$ cat config.mk
export PLATFORM = sky130hd
export DESIGN_NAME = piso_serializer
export DESIGN_NICKNAME = d
export VERILOG_FILES = /design/src/rtl/piso_serializer_pkg.sv /design/src/rtl/piso_shift_reg.sv /design/src/rtl/piso_serializer.sv
export SDC_FILE = /design/constraint.sdc
export NUM_CORES = 1
export LEC_CHECK = 0
export CORE_AREA = 2 2 39 41
export DETAILED_ROUTE_END_ITERATION = 16
export DIE_AREA = 0 0 41 43
export GPL_TIMING_DRIVEN = 0
export PLACE_DENSITY = 0.73
export SLEW_MARGIN = 0
export SYNTH_ARGS = -nofsm -noshare
export SYNTH_HDL_FRONTEND = slang
export SYNTH_SLANG_ARGS = --single-unit
$ cat constraint.sdc
create_clock -name clk -period 1.9 [get_ports clk]
set_input_delay 0.285 -clock clk [delete_from_list [all_inputs] [get_ports clk]]
set_output_delay 0.285 -clock clk [all_outputs]
set_load 0.02 [all_outputs]
$ cat src/rtl/piso_serializer_pkg.sv
// Shared definitions for the parallel-in, serial-out transmitter.
//   DefaultWidth : default number of bits per word
//   state_e      : transmitter FSM state encoding (idle = 0, shifting = 1)
package piso_serializer_pkg;

  localparam int unsigned DefaultWidth = 8;

  typedef enum logic [0:0] {
    StIdle  = 1'b0,
    StShift = 1'b1
  } state_e;

endpackage

$ cat src/rtl/piso_shift_reg.sv
// Loadable shift register with selectable shift direction.
//   clk_i    : clock
//   rst_ni   : synchronous active-low reset, clears the register
//   load_i   : capture data_i (its first bit leaves straight through serial_o)
//   shift_i  : advance the stored word by one bit
//   data_i   : parallel word to load
//   serial_o : bit to drive next: first bit of data_i while loading, else head of register
module piso_shift_reg #(
  parameter int unsigned Width    = 8,
  parameter bit          MsbFirst = 1'b0
) (
  input  logic             clk_i,
  input  logic             rst_ni,
  input  logic             load_i,
  input  logic             shift_i,
  input  logic [Width-1:0] data_i,
  output logic             serial_o
);

  logic [Width-1:0] sreg_q, sreg_d;
  logic [Width-1:0] load_val, shift_val;
  logic             data_head, reg_head;

  // The first bit is consumed on the load edge, so the register stores the word
  // already advanced by one position; its head is always the next bit to send.
  if (MsbFirst) begin : g_msb
    assign data_head = data_i[Width-1];
    assign load_val  = {data_i[Width-2:0], 1'b0};
    assign reg_head  = sreg_q[Width-1];
    assign shift_val = {sreg_q[Width-2:0], 1'b0};
  end else begin : g_lsb
    assign data_head = data_i[0];
    assign load_val  = {1'b0, data_i[Width-1:1]};
    assign reg_head  = sreg_q[0];
    assign shift_val = {1'b0, sreg_q[Width-1:1]};
  end

  always_comb begin
    sreg_d = sreg_q;
    if (load_i) begin
      sreg_d = load_val;
    end else if (shift_i) begin
      sreg_d = shift_val;
    end
  end

  always_ff @(posedge clk_i) begin
    if (!rst_ni) begin
      sreg_q <= '0;
    end else begin
      sreg_q <= sreg_d;
    end
  end

  assign serial_o = load_i ? data_head : reg_head;

endmodule

$ cat src/rtl/piso_serializer.sv
// Parallel-in, serial-out transmitter with valid/ready word intake.
//   clk         : clock, all state updates on the rising edge
//   rst         : synchronous active-low reset
//   data_in     : parallel word, sampled only on the accepting edge
//   data_valid  : data_in holds a word to send
//   data_ready  : a word can be accepted this cycle (combinational)
//   q           : registered serial data line, IDLE_LEVEL when not sending
//   q_valid     : q carries a data bit this cycle
//   frame_start : q carries the first bit of a word
//   busy        : a word is being shifted out (same as q_valid)
module piso_serializer
  import piso_serializer_pkg::*;
#(
  parameter int unsigned WIDTH      = DefaultWidth,
  parameter bit          MSB_FIRST  = 1'b0,
  parameter bit          IDLE_LEVEL = 1'b0
) (
  input  logic             clk,
  input  logic             rst,
  input  logic [WIDTH-1:0] data_in,
  input  logic             data_valid,
  output logic             data_ready,
  output logic             q,
  output logic             q_valid,
  output logic             frame_start,
  output logic             busy
);

  localparam int unsigned CntW = $clog2(WIDTH);
  localparam logic [CntW-1:0] LastCnt = CntW'(WIDTH - 1);

  state_e          state_q, state_d;
  logic [CntW-1:0] cnt_q, cnt_d;
  logic            q_q, q_d;
  logic            q_valid_q, q_valid_d;
  logic            frame_start_q, frame_start_d;
  logic            load, shift, serial_bit, accept;

  assign data_ready = rst && ((state_q == StIdle) || (cnt_q == LastCnt));
  assign accept     = data_valid && data_ready;

  always_comb begin
    state_d       = state_q;
    cnt_d         = cnt_q;
    q_d           = IDLE_LEVEL;
    q_valid_d     = 1'b0;
    frame_start_d = 1'b0;
    load          = 1'b0;
    shift         = 1'b0;

    unique case (state_q)
      StIdle: begin
        if (accept) begin
          load          = 1'b1;
          cnt_d         = '0;
          q_d           = serial_bit;
          q_valid_d     = 1'b1;
          frame_start_d = 1'b1;
          state_d       = StShift;
        end
      end
      StShift: begin
        if (cnt_q != LastCnt) begin
          shift     = 1'b1;
          cnt_d     = cnt_q + CntW'(1);
          q_d       = serial_bit;
          q_valid_d = 1'b1;
        end else if (accept) begin
          // Reload on the last-bit edge so the next word follows with no gap.
          load          = 1'b1;
          cnt_d         = '0;
          q_d           = serial_bit;
          q_valid_d     = 1'b1;
          frame_start_d = 1'b1;
        end else begin
          cnt_d   = '0;
          state_d = StIdle;
        end
      end
      default: begin
        cnt_d   = '0;
        state_d = StIdle;
      end
    endcase
  end

  always_ff @(posedge clk) begin
    if (!rst) begin
      state_q       <= StIdle;
      cnt_q         <= '0;
      q_q           <= IDLE_LEVEL;
      q_valid_q     <= 1'b0;
      frame_start_q <= 1'b0;
    end else begin
      state_q       <= state_d;
      cnt_q         <= cnt_d;
      q_q           <= q_d;
      q_valid_q     <= q_valid_d;
      frame_start_q <= frame_start_d;
    end
  end

  piso_shift_reg #(
    .Width    (WIDTH),
    .MsbFirst (MSB_FIRST)
  ) u_shift_reg (
    .clk_i    (clk),
    .rst_ni   (rst),
    .load_i   (load),
    .shift_i  (shift),
    .data_i   (data_in),
    .serial_o (serial_bit)
  );

  assign q           = q_q;
  assign q_valid     = q_valid_q;
  assign frame_start = frame_start_q;
  assign busy        = q_valid_q;

endmodule

==> out/qor.txt <==
Syn avg cell area: 10.3 um^2
Critical Path AT: 1.48 ns
Buffers on Ports: 15
Ys flop type: dfxtp_1
Maximum clock path buffer count: 2
CP Cell Sequence: ha_1 -> ha_1 -> nand2b_4 -> and2_4 -> buf_2
P_leak: 0.321 nW
Wire per inst: 11.4 um
Total power: 573 uW
Startpoint Class: flop
Slew Viols, Final: 0
Cell Area, Placed: 748 um^2
Post-synthesis cell count: 56
Vias in the first global route: 414
CP required: 1.62 ns
Initial antenna violation count: 0
Period utilisation layout: 92.8%
Max-cap viol count: 0
Top post-synthesis cells by area: dfxtp_1 (45%), mux2i_1 (12%), a21oi_1 (6.9%)
HPWL Detailed: 747 um
Async set-reset flop share out of synthesis: 0%
Antenna viol nets, final: 0
Logic pwr share: 17.6%
Total GRT Usage: 14.3%
P_int: 430 uW
HP Class: flop to flop
Final setup viols: 0
Clk sinks: 13
Final hold viol count: 0
WL met2: 488 um
Drt total wl: 1040 um
Placed Cells: 87
First-pass GRT wire length: 1680 um
Nets: 89
CTS Root Buffer Type: clkbuf_4
CP Max Fanout: 7
Post-Route Setup TNS: 0 ns
Finished Cell Area: 771 um^2
Net Sw Power: 142 uW
Tmin final: 1.76 ns
Initial Util: 41.8%
Clock skew: 0.000446 ns
Syn-to-layout area delta: 33.3%
CTS Hold Bufs: 0
GRT Residual Overflow: 0
Reg clk slew, reported paths: 0.08 ns
H-Tree Depth: 1
Reg area: 262 um^2
Slew HR: 85.9%
Die X: 41 um
Status: completed
Multi-input logic area: 283 um^2
Endpoint class of the critical path: output pin
WS Path Type: flop to output pin
Slowest stage delay, CP: 0.33 ns
GPL Wtd Cong: 0.696
EDFF count, synth: 0
Fmax: 567 MHz
DR vias/cell: 5.07
Post-Syn Area: 578 um^2
Die area: 1760 um^2
Uppermost layer routed: met4
Most common library cells after synthesis: dfxtp_1 (13), a21oi_1 (8), mux2i_1 (7)
I/O Pins: 16
Residual DRC: 0
Register area share after synthesis: 45.0%
Flop pwr share: 52.9%
YS warnings: 0
Skew-Pair Late Insertion Delay: 0.27 ns
Distinct cell type count after synthesis: 21
Share of cells above drive strength 1: 17.3%
Sw frac: 24.8%
Area share of the largest cell type after synthesis: 45.0%
Met3 WL post-DR: 52 um
Unrepaired setup endpoints after global routing: false
Fillers: 123
CTS tree: yes
Cell Pwr Density: 743 nW/um^2
Top-count cell post-synth: dfxtp_1
Die H: 43 um
Via count: 461
Largest net degree at the start of global routing: 11
M1 wire length: 482 um
R2r worst-path depth: 6
Synth area leader: dfxtp_1
Rows: 14
Syn_nets: 69
CTS buffer count: 3
CORE AREA: 1380 um^2
Flops & latches, synth: 13
Hold path cells: 2
Finished Layout Cells: 91
Max VDD drop: 0.000426 V
Most frequent CP cell: ha_1
Max stage delay cell, worst path: dfxtp_1
Detailed router's first-iteration violation count: 4
Pre-antenna DRT Iters: 4
Setup bufs post-CTS: 0
Antenna fix cells: 0
Worst-margin pin slew: 0.211 ns
Power share of the clock group: 29.5%
==> final cells by class <==
| cell class | count | area share, % |
|---|---|---|
| Tap cell | 16 | 2.60 |
| Multi-Input combinational cell | 39 | 36.7 |
| Buffer | 4 | 4.55 |
| Sequential cell | 13 | 33.9 |
| Clock buffer | 4 | 3.41 |
| Timing Repair Buffer | 15 | 18.8 |
==> metal layers <==
layer  vias to the layer above  GRT usage, %
li1                        235             -
met1                       213          18.4
met2                        11          20.3
met3                         2          3.14
met4                         0          10.0
met5                         -             0
==> through the flow <==
step                hold WS, ns  setup slack [ns]  utilization [%]
finish                    0.473             0.137             55.7
global route              0.492            0.0852             55.7
CTS                       0.478            0.0248             56.1
detailed placement        0.467            0.0499             54.1
global placement          0.445            0.0561             54.1
floorplan                 0.430             0.599                -
==> registers in the layout, indices dropped and copies added, names as in the netlist <==
| signal | cells |
|---|---|
| busy | 1 |
| u_shift_reg.sreg_q | 7 |
| frame_start | 1 |
| q | 1 |
| cnt_q | 3 |
==> worst max-delay path: cells and delay by family (launching register included) <==
family                     cells  cell delay (ns)
adders and majority gates      2             0.39
and+or+nand+nor                2             0.35
buffers and inverters          1             0.15
DFF                            1             0.33
==> power groups by stage <==
stage                     logic, mW  registers [mW]  clock network, mW
final                         0.101           0.303              0.169
after global routing          0.109           0.305              0.182
after CTS                     0.103           0.302              0.174
after detailed placement      0.103           0.309                  0
after global placement        0.102           0.308                  0
after floorplan              0.0553           0.311                  0
==> logic make-up (layout without fill, tap and decap cells) <==
kind of cell | after synthesis | count (layout) | share of synthesized area [%]
buffers and inverters | 4 | 23 | 6.06
DFF | 13 | 13 | 45.0
and+or+nand+nor | 13 | 13 | 15.8
adders and majority gates | 2 | 2 | 4.33
AOI/OAI and AO/OA | 17 | 17 | 16.7
muxes | 7 | 7 | 12.1
==> placed cells by master, fill, tap and decap left out <==
master	n
clkbuf_1	1
dfxtp_1	12
and2b_2	1
buf_4	1
mux2i_1	7
nor2b_1	3
buf_6	2
ha_1	2
a21oi_1	8
o21ai_2	1
clkbuf_4	3
a21boi_1	1
and2_4	1
dfxtp_2	1
nor3b_1	3
o21ai_0	3
nand2b_4	1
o21ai_1	2
o21a_1	2
clkbuf_2	1
and3_1	1
nand2_1	1
clkdlybuf4s50_1	14
nor2_1	1
nand3_1	1
buf_2	1
==> final timing paths <==
| check | startpoint | to | slack (ns) |
|---|---|---|---|
| setup / recovery | cnt_q[0] | data_ready | 0.14 |
| hold / removal | u_shift_reg.sreg_q[0] | q | 0.47 |
| setup reg to reg | cnt_q[0] | u_shift_reg.sreg_q[0] | 0.58 |
| hold reg to reg | u_shift_reg.sreg_q[0] | q | 0.47 |
==> what timing repair did <==
| action | CTS | global route |
|---|---|---|
| hold endpoints to repair | 0 | 0 |
| gates cloned | 0 | 0 |
| resized for setup | 3 | 2 |
| pin swaps | 0 | 0 |
| endpoints found under the setup margin | 1 | 2 |
Power figures use the tool's default switching activity.
